[src/rtl/sevenseg_scan_ctrl.sv]
// Four-digit multiplexed seven-segment scanner with a double-buffered write port.
// The active buffer is replaced from the pending buffer only at frame boundaries or while idle.
module sevenseg_scan_ctrl (
  input  logic        wb_clk_i,
  input  logic        wb_rst_ni,
  input  logic        enable_i,
  input  logic [15:0] presc_i,
  input  logic [3:0]  blank_i,
  input  logic        wr_valid_i,
  input  logic [15:0] wr_data_i,
  input  logic [3:0]  wr_dp_i,
  output logic        wr_ready_o,
  output logic [6:0]  seg_o,
  output logic        dp_o,
  output logic [3:0]  dig_o,
  output logic        frame_o
);

  typedef enum logic [1:0] {
    ST_OFF   = 2'd0,
    ST_ON    = 2'd1,
    ST_BLANK = 2'd2
  } state_e;

  state_e      state_q, state_d;
  logic [1:0]  idx_q, idx_d;
  logic [15:0] cnt_q, cnt_d;
  logic [15:0] act_data_q, act_data_d;
  logic [3:0]  act_dp_q, act_dp_d;
  logic [15:0] pend_data_q, pend_data_d;
  logic [3:0]  pend_dp_q, pend_dp_d;
  logic        pend_full_q, pend_full_d;

  logic [6:0]  seg_q;
  logic        dp_q;
  logic [3:0]  dig_q;
  logic        frame_q;

  logic        boundary;
  logic        xfer;
  logic        wr_fire;
  logic        lit_d;
  logic [3:0]  nib_d;

  function automatic logic [6:0] hex_decode(input logic [3:0] nib);
    logic [6:0] seg;
    case (nib)
      4'h0: seg = 7'h3F;
      4'h1: seg = 7'h06;
      4'h2: seg = 7'h5B;
      4'h3: seg = 7'h4F;
      4'h4: seg = 7'h66;
      4'h5: seg = 7'h6D;
      4'h6: seg = 7'h7D;
      4'h7: seg = 7'h07;
      4'h8: seg = 7'h7F;
      4'h9: seg = 7'h6F;
      4'hA: seg = 7'h77;
      4'hB: seg = 7'h7C;
      4'hC: seg = 7'h39;
      4'hD: seg = 7'h5E;
      4'hE: seg = 7'h79;
      default: seg = 7'h71;
    endcase
    return seg;
  endfunction

  function automatic logic [3:0] pick_nibble(input logic [15:0] data, input logic [1:0] idx);
    logic [3:0] nib;
    case (idx)
      2'd0: nib = data[3:0];
      2'd1: nib = data[7:4];
      2'd2: nib = data[11:8];
      default: nib = data[15:12];
    endcase
    return nib;
  endfunction

  // Scan sequencing: slot timing, digit advance and frame boundary detection.
  always_comb begin
    // NOTE: every variable gets a default here so no path leaves it unassigned, which would infer a latch.
    state_d  = state_q;
    idx_d    = idx_q;
    cnt_d    = cnt_q;
    boundary = 1'b0;

    case (state_q)
      ST_OFF: begin
        idx_d = 2'd0;
        if (enable_i) begin
          state_d = ST_ON;
          cnt_d   = presc_i;
        end
      end
      ST_ON: begin
        if (cnt_q == 16'd0) begin
          if (blank_i != 4'd0) begin
            state_d = ST_BLANK;
            cnt_d   = {12'd0, blank_i - 4'd1};
          end else begin
            idx_d    = idx_q + 2'd1;
            cnt_d    = presc_i;
            boundary = (idx_q == 2'd3);
          end
        end else begin
          cnt_d = cnt_q - 16'd1;
        end
      end
      ST_BLANK: begin
        if (cnt_q == 16'd0) begin
          state_d  = ST_ON;
          idx_d    = idx_q + 2'd1;
          cnt_d    = presc_i;
          boundary = (idx_q == 2'd3);
        end else begin
          cnt_d = cnt_q - 16'd1;
        end
      end
      default: begin
        state_d = ST_OFF;
        idx_d   = 2'd0;
        cnt_d   = 16'd0;
      end
    endcase

    // Disable overrides everything, including a boundary that would otherwise fire.
    if (!enable_i) begin
      state_d  = ST_OFF;
      idx_d    = 2'd0;
      cnt_d    = 16'd0;
      boundary = 1'b0;
    end
  end

  // Buffer handoff; a write is only accepted while pending is empty, so it never collides with a transfer.
  always_comb begin
    wr_fire     = wr_valid_i && !pend_full_q;
    xfer        = pend_full_q && ((state_q == ST_OFF) || boundary);
    act_data_d  = xfer ? pend_data_q : act_data_q;
    act_dp_d    = xfer ? pend_dp_q   : act_dp_q;
    pend_data_d = wr_fire ? wr_data_i : pend_data_q;
    pend_dp_d   = wr_fire ? wr_dp_i   : pend_dp_q;
    if (xfer) begin
      pend_full_d = 1'b0;
    end else if (wr_fire) begin
      pend_full_d = 1'b1;
    end else begin
      pend_full_d = pend_full_q;
    end
    lit_d = (state_d == ST_ON);
    nib_d = pick_nibble(act_data_d, idx_d);
  end

  // Outputs are registered from next-state values so they line up with the state they describe.
  always_ff @(posedge wb_clk_i or negedge wb_rst_ni) begin
    if (!wb_rst_ni) begin
      state_q     <= ST_OFF;
      idx_q       <= 2'd0;
      cnt_q       <= 16'd0;
      act_data_q  <= 16'd0;
      act_dp_q    <= 4'd0;
      // NOTE: the buffers are plain registers that must read as cleared after reset, so they are reset like any other state.
      pend_data_q <= 16'd0;
      pend_dp_q   <= 4'd0;
      pend_full_q <= 1'b0;
      seg_q       <= 7'd0;
      dp_q        <= 1'b0;
      dig_q       <= 4'd0;
      frame_q     <= 1'b0;
    end else begin
      // NOTE: non-blocking assignments so every register samples the pre-edge values of its peers.
      state_q     <= state_d;
      idx_q       <= idx_d;
      cnt_q       <= cnt_d;
      act_data_q  <= act_data_d;
      act_dp_q    <= act_dp_d;
      pend_data_q <= pend_data_d;
      pend_dp_q   <= pend_dp_d;
      pend_full_q <= pend_full_d;
      seg_q       <= lit_d ? hex_decode(nib_d) : 7'd0;
      dp_q        <= lit_d && act_dp_d[idx_d];
      dig_q       <= lit_d ? (4'b0001 << idx_d) : 4'd0;
      frame_q     <= boundary;
    end
  end

  assign wr_ready_o = !pend_full_q;
  assign seg_o      = seg_q;
  assign dp_o       = dp_q;
  assign dig_o      = dig_q;
  assign frame_o    = frame_q;

endmodule

[config.mk]
export PLATFORM = sky130hd
export DESIGN_NAME = sevenseg_scan_ctrl
export DESIGN_NICKNAME = d
export VERILOG_FILES = /design/src/rtl/sevenseg_scan_ctrl.sv
export SDC_FILE = /design/constraint.sdc
export NUM_CORES = 1
export LEC_CHECK = 0
export ABC_AREA = 1
export CORE_UTILIZATION = 31
export DETAILED_ROUTE_END_ITERATION = 7
export DONT_BUFFER_PORTS = 1
export GPL_TIMING_DRIVEN = 1
export PLACE_DENSITY = 0.41
export SETUP_SLACK_MARGIN = 0.05
export SYNTH_ARGS = -nofsm -noshare
export SYNTH_HDL_FRONTEND = slang
export SYNTH_SLANG_ARGS = --single-unit
[constraint.sdc]
create_clock -name wb_clk_i -period 3 [get_ports wb_clk_i]
set_input_delay 0.75 -clock wb_clk_i [delete_from_list [all_inputs] [get_ports wb_clk_i]]
set_output_delay 0.75 -clock wb_clk_i [all_outputs]
set_load 0.01 [all_outputs]
==> flow_summary_export.csv <==
group,metric,value,unit
grt,track_usage,15.3,%
logic_synthesis,syn_inst,484,
worst_setup_path,required,3.27,ns
floorplan,ios,58,
worst_setup_path,ff2ff_path_depth,20,
pwr,combPwrFrac,26.5,%
clock_network,path_clk_slew,0.06,ns
detailed_routing,vias_per_cell,4.62,
clock_network,cts_made_buffers,9,
detailed_routing,ant_nets,0,
floorplan,fp.dieArea,0.0138,mm²
cells_and_area,final_util,38.0,%
pwr,p_total,0.00326,W
cells_and_area,fillCellCount,1378,
pwr,switchingPower,0.00105,W
timing,finClkSkew,0.00905,ns
logic_synthesis,synth_compound_area_share,6.89,%
logic_synthesis,synth_xor_area_share,3.38,%
floorplan,core.rowCount,41,
timing,final_hold_viol_count,0,
clock_network,cts_hold_buffers,0,
logic_synthesis,synth_adder_area_share,4.53,%
timing,finalSetupViolCount,0,
pwr,internal_power,0.00221,W
worst_setup_path,crit_type,"flop to flop",
grt,antenna_found_initial,0,
logic_synthesis,syn_nets,543,
placement,dp_slack,0.0119,ns
worst_setup_path,startpoint_type,"flop",
pwr,peakVddDrop,0.357,mV
grt,grt_pass1_vias,3228,
grt,grt_overflow_total,0,
logic_synthesis,ys_types,38,
hold_path,hold_path.class,"input port to async pin",
detailed_routing,drt_iter0_markers,170,
clock_network,cts_tree,"built",
logic_synthesis,ys_seq_area_share,44.7,%
placement,io_buffers,0,
clock_network,insertion_delay,0.34,ns
pwr,pwr-share-clk,32.8,%
placement,place_area,0.00445,mm²
pwr,sw_frac_of_total,32.3,%
detailed_routing,drt-wirelength-per-cell,14.2,µm
worst_setup_path,cp-startpoint,"cnt_q[1]",
floorplan,die_h,118,µm
floorplan,fp.dieW,118,µm
timing,max_freq,0.365,GHz
timing,fin_crit_sh,91.4,%
logic_synthesis,synth.area.mux_share,4.62,%
status,status,"completed",
run,drv_cap,0,
cells_and_area,syn2layout_area_growth,17.7,%
detailed_routing,vias,3213,
timing,relSlewSlack,39.0,%
worst_setup_path,cp_max_fo,7,
clock_network,cts-htree-levels,3,
detailed_routing,firstDrtPassIters,4,
cells_and_area,final_area,0.00487,mm²
cells_and_area,fin_nets,577,
cells_and_area,multiInputGateArea,0.00202,mm²
pwr,leakagePower,2.46,nW
floorplan,design.core.area,0.0128,mm²
grt,grt_pass1_wl,16600,µm
grt,grt_max_degree,75,
worst_setup_path,r2r-start,"cnt_q[1]",
clock_network,cts-root-buf,"clkbuf_16",
timing,tightest_slew,0.913,ns
worst_setup_path,arrival,3.01,ns
timing,fin_ws,0.258,ns
cells_and_area,num_antenna_cells,0,
worst_setup_path,worstSetupEndpointType,"flop",
timing,rsz0062_at_grt,"yes",
worst_setup_path,rrSetupSlack,0.26,ns
timing,finalCriticalPeriod,2.74,ns
placement,place_congestion,0.831,
detailed_routing,totalWireLength,9870,µm
cells_and_area,seqCellArea,0.00185,mm²
clock_network,clockBufferDepth,2,
logic_synthesis,synth_simple_gate_area_share,28.9,%
detailed_routing,post-route-drc-count,0,
logic_synthesis,synth_warnings,0,
logic_synthesis,syn_area_per_cell,8.55,µm²
placement,hpwlAfterDp,7430,µm
pwr,p_per_area,668,mW/mm²
logic_synthesis,synth_top_family_by_area,"simple AND/OR/NAND/NOR gates",
timing,slew_violations,0,
logic_synthesis,syn-cell-area,0.00414,mm²
floorplan,initial_core_util,32.3,%
logic_synthesis,ys_ff_latch,74,
worst_setup_path,crit_path_end,"seg_o[3]",
pwr,seqPwrFrac,40.7,%
worst_setup_path,r2r_end,"seg_o[3]",
cells_and_area,drive_gt1_share,23.9,%
clock_network,cts.sinks,74,
-- registers in the layout (all words and copies together) (netlist names) --
| signal | flops |
|---|---|
| frame_o | 1 |
| seg_o | 7 |
| pend_full_q | 1 |
| cnt_q | 16 |
| idx_q | 2 |
| act_data_q | 16 |
| state_q | 2 |
| dig_o | 4 |
| act_dp_q | 4 |
| pend_dp_q | 4 |
| dp_o | 1 |
| pend_data_q | 16 |
-- worst max-delay path, cell delays in order (launching register included) --
cell and delay (ns):
dfrtp_1 0.39, inv_1 0.06, ha_2 0.20, nand2_4 0.10, nor2_4 0.18, nand2_4 0.09
nand2_2 0.07, nand3_1 0.09, nand2_2 0.12, nand2_4 0.10, nor2_4 0.17, inv_1 0.07
or2_0 0.22, nand2_2 0.10, inv_1 0.08, ha_1 0.27, inv_1 0.07, nand2_1 0.05
nand3_1 0.07, nand2_1 0.05, nor2_1 0.10
-- layout by cell type (no fill, tap or decap), drive strengths merged, types with 11 or more instances in the layout --
cell   instances
nand2        144
nor2          51
a21oi         16
ha            15
nand3         33
nor3          11
o21ai         14
inv           57
xnor2         13
mux2          17
dfrtp         74
buf           34
-- worst min path at each step --
stage	start	to	slack (ns)
2_1_floorplan	act_data_q[3]	act_data_q[3]	0.44
3_3_place_gp	wb_rst_ni	cnt_q[5]	0.46
3_5_place_dp	wb_rst_ni	cnt_q[1]	0.46
4_1_cts	wb_rst_ni	cnt_q[1]	0.08
5_1_grt	wb_rst_ni	cnt_q[1]	0.08
6_report	wb_rst_ni	cnt_q[1]	0.1
-- timing repair --
| action | CTS | global route |
|---|---|---|
| resized for setup | 0 | 8 |
| endpoints found under the setup margin | 0 | 7 |
| buffers inserted | 0 | 14 |
-- Yosys cell counts, drive strengths merged --
master   instances  share of area (%)
o21bai           1               0.45
nor4             1               0.15
a2111oi          1               0.21
a21oi           16                1.9
clkbuf           4               0.36
a22oi            2               0.36
dfrtp           74                 45
o221ai           1               0.21
ha              15                4.5
nand3b           1               0.18
o211ai           5               0.91
nand3           33                4.5
buf              7                1.5
xnor2           13                2.8
nor3            11                1.3
inv             56                5.1
nand2          144                 15
mux2            17                4.6
xor2             3               0.63
a31oi            4               0.60
o21ai           14                1.8
nand4            3               0.60
nor2            51                6.1
or2              5               0.76
o2111ai          2               0.42
-- cell type report --
class | instances | share of cell area [%]
inverter | 56 | 4.31
sequential | 74 | 38.0
timing repair buffer | 34 | 5.75
clock buffer | 9 | 4.62
clock inverter | 7 | 1.41
multi-input combinational | 343 | 41.5
tap | 172 | 4.42
-- power groups by stage --
stage	Clock, W	Sequential (W)	Combinational, W
after floorplan	0	0.00131	0.000664
after global placement	0	0.00135	0.000839
after detailed placement	0	0.00135	0.000841
after CTS	0.00111	0.00133	0.000846
after global routing	0.00115	0.00135	0.000985
final	0.00107	0.00133	0.000862
-- through the flow --
stage	setup TNS, ns	hold slack, ns	cells
2_1_floorplan	0	0.438	484
3_3_place_gp	-0.00538	0.457	665
3_5_place_dp	0	0.457	665
4_1_cts	0	0.0850	681
5_1_grt	0	0.0794	695
6_report	0	0.0994	695
-- logic make-up (layout without fill, tap and decap cells) --
| family | Yosys count | in the layout |
|---|---|---|
| simple gates | 249 | 249 |
| flops | 74 | 74 |
| buf+inv | 67 | 106 |
| compound gates | 46 | 46 |
| mux | 17 | 17 |
| xor+xnor | 16 | 16 |
| fa+ha+maj | 15 | 15 |
-- layer usage --
layer  track usage (%)  routed length (µm)
met1              20.5                4950
met2              23.0                4300
met3              4.70                 446
met4              5.85                 172
met5                 0                   0
No activity file was read; power rests on OpenSTA's default activity.
